===== src/rtl/cardinal_nic_if.sv =====
// CPU NIC register port plus ring-router local port, bundled for cardinal_nic.
// With NIC_POLARITY_EN defined, the bundle also carries the router's polarity bit.
interface cardinal_nic_if #(
  parameter int DATA_WIDTH = 64,
  parameter int ADDR_WIDTH = 2
);
  logic [0:ADDR_WIDTH-1] nicAddr;
  logic [0:DATA_WIDTH-1] nicDataIn;
  logic [0:DATA_WIDTH-1] nicDataOut;
  logic                  nicEn;
  logic                  nicWrEn;
  logic                  net_si;
  logic                  net_ri;
  logic [0:DATA_WIDTH-1] net_di;
  logic                  net_so;
  logic                  net_ro;
  logic [0:DATA_WIDTH-1] net_do;
`ifdef NIC_POLARITY_EN
  logic                  polarity;

  modport slave (
    input  nicAddr, nicDataIn, nicEn, nicWrEn, net_si, net_di, net_ro, polarity,
    output nicDataOut, net_ri, net_so, net_do
  );
  modport master (
    output nicAddr, nicDataIn, nicEn, nicWrEn, net_si, net_di, net_ro, polarity,
    input  nicDataOut, net_ri, net_so, net_do
  );
`else
  modport slave (
    input  nicAddr, nicDataIn, nicEn, nicWrEn, net_si, net_di, net_ro,
    output nicDataOut, net_ri, net_so, net_do
  );
  modport master (
    output nicAddr, nicDataIn, nicEn, nicWrEn, net_si, net_di, net_ro,
    input  nicDataOut, net_ri, net_so, net_do
  );
`endif
endinterface


===== src/rtl/cardinal_nic.sv =====
// Network interface: single-entry router->CPU and CPU->router buffers behind a
// memory-mapped register port. Optional macro NIC_POLARITY_EN gates net_so by polarity.
module cardinal_nic #(
  parameter int DATA_WIDTH = 64,
  parameter int ADDR_WIDTH = 2
) (
  input logic           clk,
  input logic           reset,
  cardinal_nic_if.slave nic
);
  typedef enum logic {EMPTY = 1'b0, FULL = 1'b1} chan_state_t;

  localparam logic [0:ADDR_WIDTH-1] A_IN_BUF  = ADDR_WIDTH'(0);
  localparam logic [0:ADDR_WIDTH-1] A_IN_ST   = ADDR_WIDTH'(1);
  localparam logic [0:ADDR_WIDTH-1] A_OUT_BUF = ADDR_WIDTH'(2);
  localparam logic [0:ADDR_WIDTH-1] A_OUT_ST  = ADDR_WIDTH'(3);

  chan_state_t           in_state, in_next;
  chan_state_t           out_state, out_next;
  logic [0:DATA_WIDTH-1] in_buf, out_buf;
  logic                  cpu_rd, cpu_wr;
  logic                  in_fill, in_drain, out_load, out_drain;

  assign cpu_rd = nic.nicEn & ~nic.nicWrEn;
  assign cpu_wr = nic.nicEn &  nic.nicWrEn;

  assign nic.net_ri = (in_state == EMPTY);
`ifdef NIC_POLARITY_EN
  // Bit 1 of the packet is its virtual channel; it may only leave on the matching cycle.
  assign nic.net_so = (out_state == FULL) & (out_buf[1] == nic.polarity);
`else
  assign nic.net_so = (out_state == FULL);
`endif
  assign nic.net_do = out_buf;

  assign in_fill   = nic.net_si & nic.net_ri;
  assign in_drain  = cpu_rd & (nic.nicAddr == A_IN_BUF) & (in_state == FULL);
  // Overflowing writes are dropped; the decision uses the pre-edge occupancy.
  assign out_load  = cpu_wr & (nic.nicAddr == A_OUT_BUF) & (out_state == EMPTY);
  assign out_drain = nic.net_so & nic.net_ro;

  always_ff @(posedge clk or posedge reset) begin
    if (reset) begin
      in_state  <= EMPTY;
      out_state <= EMPTY;
    end else begin
      in_state  <= in_next;
      out_state <= out_next;
    end
  end

  always_comb begin
    in_next  = in_state;
    out_next = out_state;
    case (in_state)
      EMPTY:   if (in_fill)  in_next = FULL;
      FULL:    if (in_drain) in_next = EMPTY;
      default: in_next = EMPTY;
    endcase
    case (out_state)
      EMPTY:   if (out_load)  out_next = FULL;
      FULL:    if (out_drain) out_next = EMPTY;
      default: out_next = EMPTY;
    endcase
  end

  always_ff @(posedge clk or posedge reset) begin
    if (reset) begin
      in_buf  <= '0;
      out_buf <= '0;
    end else begin
      if (in_fill)  in_buf  <= nic.net_di;
      if (out_load) out_buf <= nic.nicDataIn;
    end
  end

  // Status words carry the flag in the last (least significant) bit.
  always_comb begin
    nic.nicDataOut = '0;
    if (cpu_rd) begin
      case (nic.nicAddr)
        A_IN_BUF:  nic.nicDataOut = in_buf;
        A_IN_ST:   nic.nicDataOut = {{(DATA_WIDTH-1){1'b0}}, (in_state == FULL)};
        A_OUT_BUF: nic.nicDataOut = out_buf;
        A_OUT_ST:  nic.nicDataOut = {{(DATA_WIDTH-1){1'b0}}, (out_state == FULL)};
        default:   nic.nicDataOut = '0;
      endcase
    end
  end
endmodule


===== src/flat_wrapper.sv =====
// flat-port wrapper written by rule: the top's interface ports become plain ports
module cardinal_nic_flat 
#(
  parameter int DATA_WIDTH = 64,
  parameter int ADDR_WIDTH = 2
)
  (clk, reset, nic_nicAddr, nic_nicDataIn, nic_nicEn, nic_nicWrEn, nic_net_si, nic_net_di, nic_net_ro, nic_nicDataOut, nic_net_ri, nic_net_so, nic_net_do);
  cardinal_nic_if #(.DATA_WIDTH(DATA_WIDTH), .ADDR_WIDTH(ADDR_WIDTH)) nic_i ();
  input logic clk;
  input logic reset;
  input wire logic [$bits(nic_i.nicAddr)-1:0] nic_nicAddr;
  input wire logic [$bits(nic_i.nicDataIn)-1:0] nic_nicDataIn;
  input wire logic [$bits(nic_i.nicEn)-1:0] nic_nicEn;
  input wire logic [$bits(nic_i.nicWrEn)-1:0] nic_nicWrEn;
  input wire logic [$bits(nic_i.net_si)-1:0] nic_net_si;
  input wire logic [$bits(nic_i.net_di)-1:0] nic_net_di;
  input wire logic [$bits(nic_i.net_ro)-1:0] nic_net_ro;
  output wire logic [$bits(nic_i.nicDataOut)-1:0] nic_nicDataOut;
  output wire logic [$bits(nic_i.net_ri)-1:0] nic_net_ri;
  output wire logic [$bits(nic_i.net_so)-1:0] nic_net_so;
  output wire logic [$bits(nic_i.net_do)-1:0] nic_net_do;
  assign nic_i.nicAddr = nic_nicAddr;
  assign nic_i.nicDataIn = nic_nicDataIn;
  assign nic_i.nicEn = nic_nicEn;
  assign nic_i.nicWrEn = nic_nicWrEn;
  assign nic_i.net_si = nic_net_si;
  assign nic_i.net_di = nic_net_di;
  assign nic_i.net_ro = nic_net_ro;
  assign nic_nicDataOut = nic_i.nicDataOut;
  assign nic_net_ri = nic_i.net_ri;
  assign nic_net_so = nic_i.net_so;
  assign nic_net_do = nic_i.net_do;
  cardinal_nic #(.DATA_WIDTH(DATA_WIDTH), .ADDR_WIDTH(ADDR_WIDTH)) u_core (.clk(clk), .reset(reset), .nic(nic_i));
endmodule

===== config.mk =====
export PLATFORM = sky130hd
export DESIGN_NAME = cardinal_nic_flat
export DESIGN_NICKNAME = d
export VERILOG_FILES = /design/src/rtl/cardinal_nic_if.sv /design/src/rtl/cardinal_nic.sv /design/src/flat_wrapper.sv
export SDC_FILE = /design/constraint.sdc
export NUM_CORES = 1
export LEC_CHECK = 0
export ABC_AREA = 1
export BUFFER_PORTS_ARGS = -buffer_cell sky130_fd_sc_hd__buf_4
export CORE_UTILIZATION = 45
export DETAILED_ROUTE_END_ITERATION = 12
export GPL_ROUTABILITY_DRIVEN = 0
export GPL_TIMING_DRIVEN = 0
export PLACE_DENSITY = 0.88
export SLEW_MARGIN = 10
export SYNTH_ARGS = -nofsm -noshare
export SYNTH_HDL_FRONTEND = slang
export SYNTH_SLANG_ARGS = --single-unit

===== constraint.sdc =====
create_clock -name clk -period 10.2 [get_ports clk]
set_input_delay 2.55 -clock clk [delete_from_list [all_inputs] [get_ports clk]]
set_output_delay 2.55 -clock clk [all_outputs]
set_load 0.1 [all_outputs]

; ---- Word-level counts from Yosys, hierarchy flattened
; Cells that the tools add are included.
[totals]
out_inout_bits = 130
in_bits = 136
regBits = 130
wordCells = 27
[op_classes]
reduce_logical = 1
bitwise = 11
eq_ne = 3
n_mux = 8
[op_table]
columns = op, count
row1 = $pmux W64 S4, 1
row2 = $mux W64, 1
row3 = $and A1 B1 Y1, 8
row4 = $eq A2 B2 Y1 const B, 2
row5 = $mux W1, 4
row6 = $pmux W1 S2, 2
row7 = $not A1 Y1, 3
row8 = $eq A2 B1 Y1 const B, 1
row9 = $logic_not A2 Y1, 1

; ---- Longest topological paths before layout
[depth]
ltp_word = 6
mapped_depth = 8
ltp_nobuf = 6

; ---- Least setup slack after synthesis
; OpenSTA, ideal clock, no wires.
[synth_path]
path_kind = input -> output
from = input port nic_nicWrEn
to = output port nic_nicDataOut[0]
cell_stages = 5
required_time_ps = 7650
arrival_ps = 4109
path_slack_ps = 3541
path_buffers = 0
cell_sequence = inv_1 nand2_1 inv_1 nand3_1 nor2_1
[synth_between]
elab_chain_cells = 3
[synth_lines]
columns = item, line
row1 = start: declaration, flat_wrapper.sv:14  ; input wire logic [$bits(nic_i.nicWrEn)-1:0] nic_nicWrEn;
row2 = $not A1 Y1, cardinal_nic.sv:24  ; assign cpu_rd = nic.nicEn & ~nic.nicWrEn;
row3 = $and A1 B1 Y1, cardinal_nic.sv:24
row4 = $mux W64, cardinal_nic.sv:80  ; if (cpu_rd) begin
row5 = end: declaration, flat_wrapper.sv:18  ; output wire logic [$bits(nic_i.nicDataOut)-1:0] nic_nicDataOut;
; Every way passes these cells.

; ---- Worst setup path after layout
[layout_path]
from = input port nic_nicWrEn
to = output port nic_nicDataOut[25]
; Same word-level chain as after synthesis.

==> results.ini <==
[synthesis]
synth_fa_ha_area_share_pct = 0
synth_xor_area_share_pct = 0
avgSynthCellArea_um2 = 7.707
synth_cell_type_count = 15
yosys.area_share.simple_pct = 39.47
yosys_warnings = 0
synth_compound_area_share_pct = 0.3313
synth_seq_cells = 130
synth_area_mm2 = 0.006042
synth_top_family_by_area = simple AND/OR/NAND/NOR gates
synthesis.nets = 920
netlist_instances = 784
seq_area_frac_synth_pct = 53.84
synthMuxAreaShare_pct = 0

[floorplan]
die_area_mm2 = 0.01389
num_rows = 41
design.portCount = 266
die_x_um = 117.9
coreArea_mm2 = 0.01288
initial_core_util_pct = 46.92
fp.dieH_um = 117.9

[sta]
post-route-period-util_pct = 63.54
slew_headroom_pct = 57.26
period_needed_ns = 6.481
slew_viol_final = 0
tightestPinTransition_ns = 0.6411
fmax_mhz = 154.3
rsz0062_at_grt = false
setup_viol = 0
clock_skew_ns = 0.004623
final_hold_viol_count = 0
fin_tns_setup_ns = 0
hold_ws_ns = 0.4683

[detailed_routing]
drc = 0
num_vias = 6387
drt_iter0_markers = 436
first_pass_iters = 5
drtAntennaViolNets = 0
routedWlPerCell_um = 15.54
vias_per_cell = 5.097
wirelength_mm = 19.47

[grt]
track_usage_pct = 28.70
gr-total-overflow = 0
grt_max_degree = 70
grt_pass1_vias = 6213
antenna_found_initial = 0
grt_first_pass_wirelength_mm = 31.17

[cts]
holdBufCountCts = 0
cts_tree = done
cts.repair.resized = 0
clkLatencyLatePin_ns = 0.42
numCtsBuffers = 17
root_buffer = clkbuf_16
clk_path_buf_depth = 2
cts.sinks = 130
cts_setup_buffers = 0
htreeDepth = 4
cts.clk_slew.worst_paths_ns = 0.05

[pwr]
peakVddDrop_uv = 175.5
pwr_density_cell_mw_per_mm2 = 278.8
p_leak_uw = 0.005176

[final_layout]
antenna_cells = 0
drive_gt1_share_pct = 31.73
fin_cells = 1253
utilization_pct = 69.38
finalNetCount = 1204
syn_to_final_growth_pct = 47.86

[placed_design]
dp_cells = 1221
port_buffers = 264
dp_hpwl_mm = 13.91

[setup_path]
arrival_ns = 3.93
critical_path_required_ns = 7.65
slowest_delay_ns = 0.42
crit_family = simple AND/OR/NAND/NOR gates
slowest_stage = nor2_4
startpoint = nic_nicWrEn
cp_max_fo = 10
cp-start-kind = input port
crit_buf_inv = 4
crit_path_frequent_cell = nand2_1
worstPathCellList = buf_4, inv_1, nand2_1, nor2_4, buf_6, nand2_1, nand2_1, buf_4
crit_type = input port to primary output
cp-end-kind = primary output
r2r-start = u_core.in_state$_DFF_PP0_

[worst_hold_path]
hold_class = register to register
hold_start = u_core.in_buf[41]$_DFFE_PP0P_

[outcome]
status = completed

[run]
max_cap_violations = 0

==> final timing paths <==
path                                               endpoint  slack (ns)  cells after the start
setup reg to reg               u_core.in_buf[5]$_DFFE_PP0P_        8.75                      5
hold / removal                u_core.in_buf[41]$_DFFE_PP0P_        0.47                      2
max in group asynchronous  u_core.nic.net_do[1]$_DFFE_PP0P_        7.26                      3
setup / recovery                         nic_nicDataOut[25]        3.72                      8
min in group asynchronous     u_core.in_buf[25]$_DFFE_PP0P_        2.22                      2
hold reg to reg               u_core.in_buf[41]$_DFFE_PP0P_        0.47                      2
==> cell usage in the layout, fill, tap and decap left out, drive strengths merged <==
cell type | Yosys | final
clkinv | 0 | 4
nand3 | 128 | 128
nor2 | 6 | 6
clkinvlp | 0 | 1
a21oi | 2 | 2
inv | 9 | 9
dfrtp | 130 | 130
o21ai | 2 | 2
clkbuf | 12 | 34
buf | 42 | 307
nand3b | 1 | 1
nand2 | 452 | 452
bufinv | 0 | 5
==> per-layer routing <==
| layer | up-vias | GRT usage [%] | part of all wire, % |
|---|---|---|---|
| met4 | 0 | 13.78 | 3.6 |
| li1 | 3020 | - | - |
| met1 | 3040 | 35.17 | 40 |
| met2 | 276 | 47.24 | 50 |
| met3 | 51 | 7.219 | 7.0 |
| met5 | - | 0 | 0 |
==> flip-flops by register name, summed over array words and instances (netlist names) <==
register,flops
u_core.nic.net_do,64
u_core.in_state,1
u_core.nic.net_so,1
u_core.in_buf,64
==> through the flow <==
| stage | worst slack [ns] | power (µW) | cell area [µm²] |
|---|---|---|---|
| after floorplan | 3.541 | 1552 | 6042 |
| after global placement | 2.646 | 1789 | 8239 |
| after detailed placement | 3.715 | 1814 | 8272 |
| after CTS | 3.722 | 2498 | 8934 |
| after global routing | 3.633 | 2599 | 8934 |
| final | 3.719 | 2491 | 8934 |
==> tightest hold or removal path, stage by stage, from the launching register on <==
cell and delay, ns:
dfrtp_1 0.34, nand2_1 0.05, nand2_1 0.04
==> cell usage after synthesis <==
cell type	count	area [µm²]
buf_2	22	110.1
inv_2	1	3.750
nor2_4	2	22.52
nand2_2	1	6.260
buf_6	12	135.1
buf_4	8	60.06
a21oi_1	2	10.01
dfrtp_1	130	3253
o21ai_0	2	10.01
nand3b_1	1	7.510
inv_1	8	30.03
nor2_1	4	15.01
clkbuf_1	12	45.04
nand3_1	128	640.6
nand2_1	451	1693
==> layout make-up <==
type | count | area (µm²)
Fill cell | 1092 | 3943
Sequential cell | 130 | 3253
Multi-Input combinational cell | 591 | 2405
Timing Repair Buffer | 265 | 2009
Clock buffer | 22 | 484.2
Buffer | 54 | 350.3
Tap cell | 172 | 215.2
Clock inverter | 10 | 177.7
Inverter | 9 | 38.79
==> cells by family (layout without fill, tap and decap cells) <==
logic type | count (synthesis) | in the layout
DFF | 130 | 130
buffers and inverters | 63 | 360
and+or+nand+nor | 587 | 587
AOI/OAI and AO/OA | 4 | 4
==> power by group <==
group	total, µW	leakage (µW)	switching, µW	internal [µW]
clock network	679	0.000326	221	458
logic	1010	0.00323	779	228
registers	804	0.00162	112	692
Power figures use the tool's default switching activity.
